`src/rtl/pipe_pkg.sv`:
```
// Shared definitions for the ID/EX pipeline slice: control-bundle layout,
// destination-select encodings, the NOP bundle and hazard FSM states.
package pipe_pkg;

   localparam int CTRL_W = 21;

   // Control bundle bit offsets, LSB first
   localparam int ALU_OP_LO         = 0;
   localparam int ALU_OP_HI         = 3;
   localparam int LOAD_INSTR_BIT    = 4;
   localparam int RF_ENABLE_BIT     = 5;
   localparam int HI_ENABLE_BIT     = 6;
   localparam int LO_ENABLE_BIT     = 7;
   localparam int PC_PLUS8_BIT      = 8;
   localparam int UB_INSTR_BIT      = 9;
   localparam int JALR_JR_BIT       = 10;
   localparam int DEST_REG_LO       = 11;
   localparam int DEST_REG_HI       = 12;
   localparam int OP_H_S_LO         = 13;
   localparam int OP_H_S_HI         = 15;
   localparam int MEM_ENABLE_BIT    = 16;
   localparam int MEM_READWRITE_BIT = 17;
   localparam int MEM_SIZE_LO       = 18;
   localparam int MEM_SIZE_HI       = 19;
   localparam int MEM_SIGNE_BIT     = 20;

   // DESTINATION_REGISTER field encodings
   localparam logic [1:0] DEST_RT   = 2'b00;
   localparam logic [1:0] DEST_RD   = 2'b01;
   localparam logic [1:0] DEST_R31  = 2'b10;
   localparam logic [1:0] DEST_ZERO = 2'b11;

   // A bubble: nothing written, nothing loaded, nothing stored
   localparam logic [CTRL_W-1:0] CTRL_NOP = '0;

   typedef enum logic [1:0] {
      ST_RUN      = 2'b00,
      ST_LU_STALL = 2'b01,
      ST_HOLD     = 2'b10
   } hz_state_t;

endpackage

```
`src/rtl/load_use_detect.sv`:
```
// Load-use hazard compare: a load in EX whose destination is read by the
// instruction in ID. Register $0 never raises a hazard. Kept stand-alone so
// the forwarding unit can reuse the same compare.
module load_use_detect #(
   parameter int REG_W = 5
) (
   input  logic             ex_load,
   input  logic             ex_rf_en,
   input  logic [REG_W-1:0] ex_dest,
   input  logic [REG_W-1:0] id_rs,
   input  logic [REG_W-1:0] id_rt,
   input  logic             id_rs_use,
   input  logic             id_rt_use,
   output logic             hazard
);

   logic rs_hit;
   logic rt_hit;

   // Source-operand match against the in-flight load destination
   always_comb begin
      rs_hit = id_rs_use && (id_rs == ex_dest);
      rt_hit = id_rt_use && (id_rt == ex_dest);
      hazard = ex_load && ex_rf_en && (ex_dest != '0) && (rs_hit || rt_hit);
   end

endmodule

```
`src/rtl/id_ex_stage.sv`:
```
// ID/EX pipeline register with load-use stall sequencer.
// Optional macro HAZARD_STATS_EN adds a saturating BUBBLE_CNT output.
//
// state       | meaning
// ------------+----------------------------------------------------------
// RUN (00)    | normal capture; a load-use hazard inserts one bubble
// LU_STALL(01)| bubble sits in EX; re-capture the held ID instruction
// HOLD (10)   | data memory busy; EX and front of pipe frozen
//
// Priority each cycle: Reset > FLUSH > MEM_WAIT > hazard > capture.
// When MEM_WAIT drops while in HOLD the cycle behaves like RUN, so a hazard
// still pending against the held load is caught on the release cycle.
module id_ex_stage
   import pipe_pkg::*;
#(
   parameter int DATA_W = 32,
   parameter int REG_W  = 5,
   parameter int CTRL_W = pipe_pkg::CTRL_W
) (
   input  logic              Clk,
   input  logic              Reset,
   input  logic [CTRL_W-1:0] ID_CTRL,
   input  logic [DATA_W-1:0] ID_PA,
   input  logic [DATA_W-1:0] ID_PB,
   input  logic [DATA_W-1:0] ID_IMM,
   input  logic [DATA_W-1:0] ID_PC8,
   input  logic [REG_W-1:0]  ID_RS,
   input  logic [REG_W-1:0]  ID_RT,
   input  logic [REG_W-1:0]  ID_RD,
   input  logic              ID_RS_USE,
   input  logic              ID_RT_USE,
   input  logic              FLUSH,
   input  logic              MEM_WAIT,
   output logic [CTRL_W-1:0] EX_CTRL,
   output logic [DATA_W-1:0] EX_PA,
   output logic [DATA_W-1:0] EX_PB,
   output logic [DATA_W-1:0] EX_IMM,
   output logic [DATA_W-1:0] EX_PC8,
   output logic [REG_W-1:0]  EX_DEST,
   output logic              PC_LE,
   output logic              NPC_LE,
   output logic              IFID_LE,
   output logic [1:0]        HAZ_STATE
`ifdef HAZARD_STATS_EN
   ,
   output logic [15:0]       BUBBLE_CNT
`endif
);

   hz_state_t state_q;
   hz_state_t state_d;

   logic hazard_raw;
   logic hazard;
   logic capture;
   logic bubble;
   logic le;

   function automatic logic [REG_W-1:0] resolve_dest(
      input logic [1:0]       sel,
      input logic [REG_W-1:0] rt,
      input logic [REG_W-1:0] rd
   );
      logic [REG_W-1:0] d;
      case (sel)
         DEST_RT:  d = rt;
         DEST_RD:  d = rd;
         DEST_R31: d = REG_W'(31);
         default:  d = '0;
      endcase
      return d;
   endfunction

   load_use_detect #(
      .REG_W (REG_W)
   ) u_load_use_detect (
      .ex_load   (EX_CTRL[LOAD_INSTR_BIT]),
      .ex_rf_en  (EX_CTRL[RF_ENABLE_BIT]),
      .ex_dest   (EX_DEST),
      .id_rs     (ID_RS),
      .id_rt     (ID_RT),
      .id_rs_use (ID_RS_USE),
      .id_rt_use (ID_RT_USE),
      .hazard    (hazard_raw)
   );

   // EX already holds the bubble in LU_STALL, so never stall twice in a row
   assign hazard = hazard_raw && (state_q != ST_LU_STALL);

   // Next state and per-cycle action; load enables follow in the same cycle
   always_comb begin
      state_d = ST_RUN;
      capture = 1'b1;
      bubble  = 1'b0;
      le      = 1'b1;
      if (!Reset && !FLUSH) begin
         if (MEM_WAIT) begin
            state_d = ST_HOLD;
            capture = 1'b0;
            le      = 1'b0;
         end else if (hazard) begin
            state_d = ST_LU_STALL;
            bubble  = 1'b1;
            le      = 1'b0;
         end
      end
   end

   assign PC_LE     = le;
   assign NPC_LE    = le;
   assign IFID_LE   = le;
   assign HAZ_STATE = state_q;

   // Hazard FSM state register
   always_ff @(posedge Clk) begin
      if (Reset) begin
         state_q <= ST_RUN;
      end else begin
         state_q <= state_d;
      end
   end

   // Pipeline register: data always follows ID on capture, control is
   // replaced by the NOP bundle on bubble or flush
   always_ff @(posedge Clk) begin
      if (Reset) begin
         EX_CTRL <= CTRL_W'(CTRL_NOP);
         EX_PA   <= '0;
         EX_PB   <= '0;
         EX_IMM  <= '0;
         EX_PC8  <= '0;
         EX_DEST <= '0;
      end else if (capture) begin
         EX_PA  <= ID_PA;
         EX_PB  <= ID_PB;
         EX_IMM <= ID_IMM;
         EX_PC8 <= ID_PC8;
         if (FLUSH || bubble) begin
            EX_CTRL <= CTRL_W'(CTRL_NOP);
         end else begin
            EX_CTRL <= ID_CTRL;
         end
         if (FLUSH) begin
            EX_DEST <= '0;
         end else begin
            EX_DEST <= resolve_dest(ID_CTRL[DEST_REG_HI:DEST_REG_LO], ID_RT, ID_RD);
         end
      end
   end

`ifdef HAZARD_STATS_EN
   logic [15:0] bubble_cnt_q;

   // Saturating count of inserted load-use bubbles
   always_ff @(posedge Clk) begin
      if (Reset) begin
         bubble_cnt_q <= '0;
      end else if (bubble && (bubble_cnt_q != 16'hFFFF)) begin
         bubble_cnt_q <= bubble_cnt_q + 16'd1;
      end
   end

   assign BUBBLE_CNT = bubble_cnt_q;
`endif

endmodule

```
`config.mk`:
```
export PLATFORM = sky130hd
export DESIGN_NAME = id_ex_stage
export DESIGN_NICKNAME = d
export VERILOG_FILES = /design/src/rtl/pipe_pkg.sv /design/src/rtl/load_use_detect.sv /design/src/rtl/id_ex_stage.sv
export SDC_FILE = /design/constraint.sdc
export NUM_CORES = 1
export LEC_CHECK = 0
export BUFFER_PORTS_ARGS = -buffer_cell sky130_fd_sc_hd__buf_2
export CORE_AREA = 2 2 127 129
export DETAILED_ROUTE_END_ITERATION = 8
export DIE_AREA = 0 0 129 131
export PLACE_DENSITY = 0.72
export SLEW_MARGIN = 20
export SYNTH_ARGS = -nofsm -noshare
export SYNTH_HDL_FRONTEND = slang
export SYNTH_SLANG_ARGS = --single-unit
```
`constraint.sdc`:
```
create_clock -name Clk -period 2.85 [get_ports Clk]
set_clock_uncertainty 0.05 [all_clocks]
set_input_delay 0.57 -clock Clk [delete_from_list [all_inputs] [get_ports Clk]]
set_output_delay 0.57 -clock Clk [all_outputs]
set_load 0.01 [all_outputs]
```
==> results of run 1 <==
stage by stage:
step | instances | total power, uW
4_1_cts | 1238 | 5240
3_5_place_dp | 1206 | 3090
5_1_grt | 1239 | 5400
6_report | 1239 | 5150
2_1_floorplan | 713 | 2760
3_3_place_gp | 1206 | 3070
layer usage:
metal / share of wire / global-route usage / wire, um
met3: 0.084 / 0.0574 / 1370
met4: 0.021 / 0.0806 / 347
met2: 0.47 / 0.295 / 7620
met1: 0.43 / 0.221 / 6970
met5: 0 / 0 / 0
cell families after synthesis:
| logic type | count (synthesis) |
|---|---|
| and+or+nand+nor | 298 |
| AOI/OAI and AO/OA | 183 |
| DFF | 156 |
| buffers and inverters | 66 |
| xor gates and xnor gates | 10 |
critical path: stages (launching register included):
cell	delay, ps
dfxtp_1	360
or4_4	570
o2111ai_4	220
nor3_2	70
a21oi_2	200
buf_2	150
power breakdown:
group | internal, uW | switching, uW
registers | 2330 | 72.8
logic | 299 | 330
clock network | 1150 | 976
total | 3780 | 1380
registers in the layout, summed over array words and instances (netlist names):
name       count
EX_PC8        32
EX_PA         32
HAZ_STATE      2
EX_IMM        32
EX_DEST        5
EX_CTRL       21
EX_PB         32
worst max path at each step:
| stage | start | end | depth (start not counted) | slack, ps |
|---|---|---|---|---|
| 4_1_cts | EX_DEST[0] | NPC_LE | 5 | 200 |
| 3_5_place_dp | Reset | EX_IMM[13] | 5 | 660 |
| 5_1_grt | EX_DEST[0] | NPC_LE | 5 | 150 |
| 3_3_place_gp | Reset | EX_IMM[0] | 5 | 700 |
| 2_1_floorplan | EX_DEST[0] | NPC_LE | 6 | 490 |
| 6_report | EX_DEST[0] | NPC_LE | 5 | 240 |
cell usage in the layout, fill, tap and decap left out, types with 2 or more instances in the layout:
| cell type | instances |
|---|---|
| o21ai_1 | 50 |
| inv_1 | 5 |
| nand2_1 | 151 |
| a2111oi_0 | 5 |
| clkbuf_16 | 17 |
| nand2b_1 | 129 |
| clkinv_4 | 4 |
| buf_2 | 328 |
| clkinv_2 | 2 |
| nor2_1 | 10 |
| dfxtp_1 | 156 |
| buf_12 | 4 |
| o21ai_0 | 99 |
| inv_6 | 5 |
| xnor2_1 | 10 |
| nand4_1 | 2 |
| a32oi_1 | 21 |
| a211oi_1 | 5 |
| inv_8 | 3 |
| buf_4 | 6 |
area by class of cell:
cell class | count | area, um^2
Antenna cell | 1 | 2.50
Clock buffer | 17 | 425
Clock inverter | 15 | 130
Fill cell | 1522 | 7230
Inverter | 5 | 18.8
Multi-Input combinational cell | 491 | 2640
Sequential cell | 156 | 3120
Tap cell | 216 | 270
Timing Repair Buffer | 338 | 1770
==> impl_metrics.toml, run 1 <==
[sta]
hold_viol_final = 0
finalCritPeriodShare = 0.917
final-setup-viol-count = 0
slew-limit-headroom = 0.589
finalHoldWorstSlack_ps = 347
worstMarginPinSlew_ps = 616
slew_violations = 0
fin_tns_setup_ps = 0
rsz0062_at_grt = "false"
fmax_mhz = 383
setup_slack_ps = 236
post-route-min-period_ps = 2610

[outcome]
status = "finished, final reports clean"

[min_path]
worstHoldPathCells = 3
hold_start = "ID_CTRL[17]"
hold_class = "in2reg"
min_to = "EX_CTRL[17]"

[finish]
final_util = 0.537
drive_above_1_share = 0.368
finalInstanceArea_um2 = 8370
areaGrowthSynthToFinish_pct = 37.3
finalNetCount = 1179

[clocking]
cts_resized = 0
clk_latency_ps = 410
clk_pin_slew_ps = 70
clockRootBuffer = "clkbuf_16"
cts_buffer_depth = 2
h-tree-depth = 4
postCtsHoldBufs = 0
cts_tree = "done"
numCtsBuffers = 17
cts_setup_buffers = 0
clock_sinks = 156

[yosys]
yosys.cell_count.top_type = "dfxtp_1"
synth-edff-count = 0
avgSynthCellArea_um2 = 8.55
synth-simple-area-share = 0.244
yosysUniqueCellTypes = 26
ys.warnings.count = 0
syn_nets = 883
synth_top_family_by_area = "simple AND/OR/NAND/NOR gates"
synthesis.area_um2 = 6100
synth.top_cells.by_area = "dfxtp_1, nand2b_1, nand2_1"
netlist_instances = 713
synth_fa_ha_area_frac = 0
synth.mux.area_fraction = 0
synthXorXnorAreaFrac = 0.0144
synth_top_area_cell = "dfxtp_1"
ys_seq_elements = 156
yosysSeqAreaShare = 0.512
yosysTopAreaCellShare = 0.512
async_flop_share = 0
synth_ff_type = "dfxtp_1"
synth_common_cells = "dfxtp_1, nand2_1, nand2b_1"
synth_compound_area_frac = 0.173

[placement]
place.gp.congestion = 0.865
hpwl_mm = 11.9
place_ws_ps = 655
port_buffers = 328
place_area_um2 = 7810

[setup_path]
timing.rr.start = "EX_DEST[0]"
crit_fanout = 5
arrival_ps = 1990
cp-end-kind = "output pin"
startpoint_type = "flop"
worst-setup-path-type = "reg2out"
r2r_setup_slack_ps = 1010
rr_endpoint = "EX_CTRL[8]"
r2r_cells = 5
cp.required_ps = 2230

[job]
cap_viol_max_count = 0

[global_routing]
grt_pass1_wl_mm = 24.2
overflow = 0
antenna_found_initial = 1
grtUsageTotal = 0.181
grt_max_degree = 104
first_global_vias = 4844

[route]
drt-pass1-iter-count = 4
drtIter0Drc = 234
drc = 0
viasPerCell = 4.56
wl_per_cell_um = 13.2
num_vias = 5656
drtAntennaViolNets = 0
finalWirelength_mm = 16.3

[die]
die_x_um = 129
io-pin-count = 329
fp-row-count = 46
die_area_um2 = 16900
core_um2 = 15600
die_height_um = 131
floorplan.initialDensity = 0.391

[power_and_ir_drop]
power_per_cell_area_nw_per_um2 = 616
leakage_uw = 0.00380
peakVddDrop_v = 0.000347
Power figures use the tool's default switching activity.
==> run 2: changes to the inputs <==
ABC_AREA = 1   (was not set)
BUFFER_PORTS_ARGS = -buffer_cell sky130_fd_sc_hd__buf_4   (was -buffer_cell sky130_fd_sc_hd__buf_2)
PLACE_DENSITY = 0.71   (was 0.72)
==> run 2 against run 1 <==
  * Fmax rose by 8.6%
  * Global-route usage is 3.8 points higher
  * Register-to-register slack improved by 290 ps
  * First-iteration DRC count up 71%
  * Routed wire length is 20% higher
  * Critical path depth increased by 5
  * Largest cell class unchanged
==> impl_metrics.toml, run 2 <==
[die]
die_area_um2 = 16900
floorplan.initialDensity = 0.381
die_x_um = 129
die_height_um = 131
fp-row-count = 46
core_um2 = 15600
io-pin-count = 329

[global_routing]
overflow = 0
first_global_vias = 5674
antenna_found_initial = 0
grtUsageTotal = 0.219
grt_max_degree = 156
grt_pass1_wl_mm = 29.1

[yosys]
synth_fa_ha_area_frac = 0
ys.warnings.count = 0
synthXorXnorAreaFrac = 0
yosysUniqueCellTypes = 17
synth.mux.area_fraction = 0
yosysSeqAreaShare = 0.526
synth_ff_type = "dfxtp_1"
yosys.cell_count.top_type = "nand2_1"
synth_top_family_by_area = "compound AO/OA/AOI/OAI gates"
synth.top_cells.by_area = "dfxtp_1, a21oi_1, nand2_1"
syn_nets = 940
synth_compound_area_frac = 0.249
ys_seq_elements = 156
netlist_instances = 770
synth-edff-count = 0
synth_top_area_cell = "dfxtp_1"
synthesis.area_um2 = 5940
synth-simple-area-share = 0.152
yosysTopAreaCellShare = 0.526
synth_common_cells = "nand2_1, a21oi_1, dfxtp_1"
avgSynthCellArea_um2 = 7.71
async_flop_share = 0

[min_path]
hold_class = "in2reg"
worstHoldPathCells = 3

[setup_path]
crit_chain = "inv_1, nand2_1, nand2_1, nor2_1, nand3_1, nand2_1, nand2_1, a21oi_1, inv_1, buf_4"
crit_start = "EX_DEST[3]"
arrival_ps = 1790
r2r_cells = 10
cp.required_ps = 2230
path_depth = 10
cpMostUsedCell = "nand2_1"
rr_endpoint = "EX_CTRL[10]"
worst-setup-path-type = "reg2out"
timing.rr.start = "EX_DEST[3]"
crit_buf_inv = 3
startpoint_type = "flop"
crit_fanout = 5
crit_slowest_cell = "dfxtp_1"
crit_end = "PC_LE"
path_delay_family = "simple AND/OR/NAND/NOR gates"
max_stage_delay_ps = 420
r2r_setup_slack_ps = 1300
cp-end-kind = "output pin"

[route]
num_vias = 6310
drtAntennaViolNets = 0
finalWirelength_mm = 19.5
drt-pass1-iter-count = 5
drtIter0Drc = 400
viasPerCell = 4.92
wl_per_cell_um = 15.2
drc = 0

[finish]
mostFrequentLayoutCells = "buf_4, nand2_1, a21oi_1"
finalNetCount = 1224
stdcell_count = 1283
layout_commonest_cell = "buf_4"
areaGrowthSynthToFinish_pct = 52.5
drive_above_1_share = 0.349
final_util = 0.580
diodes = 0

[sta]
slew-limit-headroom = 0.336
finalHoldWorstSlack_ps = 346
finalCritPeriodShare = 0.844
final-setup-viol-count = 0
slew_violations = 0
worstMarginPinSlew_ps = 995
rsz0062_at_grt = "false"
setup_slack_ps = 443
fin_tns_setup_ps = 0
fmax_mhz = 415
post-route-min-period_ps = 2410
hold_viol_final = 0

[clocking]
h-tree-depth = 4
clock_sinks = 156
clockRootBuffer = "clkbuf_16"
cts_setup_buffers = 0
numCtsBuffers = 17
cts_resized = 0
cts_buffer_depth = 2
clk_latency_ps = 430
postCtsHoldBufs = 0
cts_tree = "done"
clk_pin_slew_ps = 70

[job]
cap_viol_max_count = 0

[power_and_ir_drop]
power_per_cell_area_nw_per_um2 = 627
peakVddDrop_v = 0.000381
leakage_uw = 0.00401

[outcome]
status = "finished, final reports clean"

[placement]
port_buffers = 328
dp.cells = 1251
hpwl_mm = 12.9
place_ws_ps = 166
place.gp.congestion = 0.830
run 2: cell types whose count changed after synthesis, moves of 4 or more:
cell	delta
o21ai_0	+30
a211oi_1	-5
inv_1	+14
nand3_1	+24
clkbuf_1	+10
a2111oi_0	-5
nand2b_1	-129
buf_4	+4
a32oi_1	-21
a21oi_1	+164
nand2_1	+40
o21ai_1	-50
xnor2_1	-10
run 2: cell families (layout without fill, tap and decap cells):
family                 Yosys count  after routing
flip-flops                     156            156
AO/OA/AOI/OAI                  294            294
AND/OR/NAND/NOR                229            229
buffers and inverters           91            388
run 2: report_power, final:
group | internal (uW) | switching [uW]
clock | 1610 | 932
sequential | 2310 | 70.2
combinational | 387 | 367
total | 4300 | 1370
run 2: area by class of cell:
cell class | count | area, um^2
clock inverter | 13 | 211
multi-input combinational | 523 | 2380
inverter | 20 | 76.3
clock buffer | 19 | 453
timing repair buffer | 336 | 2530
sequential | 156 | 3120
fill | 1487 | 6550
tap | 216 | 270
run 2: per-layer routing:
layer / up-vias / routed length, um / GRT usage
li1: 3130 / - / -
met1: 2913 / 7980 / 0.273
met2: 237 / 9620 / 0.357
met3: 30 / 1570 / 0.0692
met4: 0 / 371 / 0.0825
met5: - / 0 / 0
run 2: worst min-delay path by stage:
stage                          start         end  slack (ps)
after floorplan           EX_CTRL[5]  EX_CTRL[5]         410
after global placement     EX_PB[25]   EX_PB[25]         400
after detailed placement   EX_PB[19]   EX_PB[19]         410
after CTS                  ID_PB[16]   EX_PB[16]         340
after global routing      ID_IMM[12]  EX_IMM[12]         340
final                       ID_PB[1]    EX_PB[1]         350
run 2: worst min-delay path: cells and delay by family:
kind                   cells  cell delay [ps]
AO/OA/AOI/OAI              2              120
buffers and inverters      1              100
run 2: per-stage QoR:
stage	area, um^2	total power [uW]
floorplan	5940	2740
global placement	8390	3170
detailed placement	8390	3190
CTS	9050	5730
global route	9050	5910
finish	9050	5670
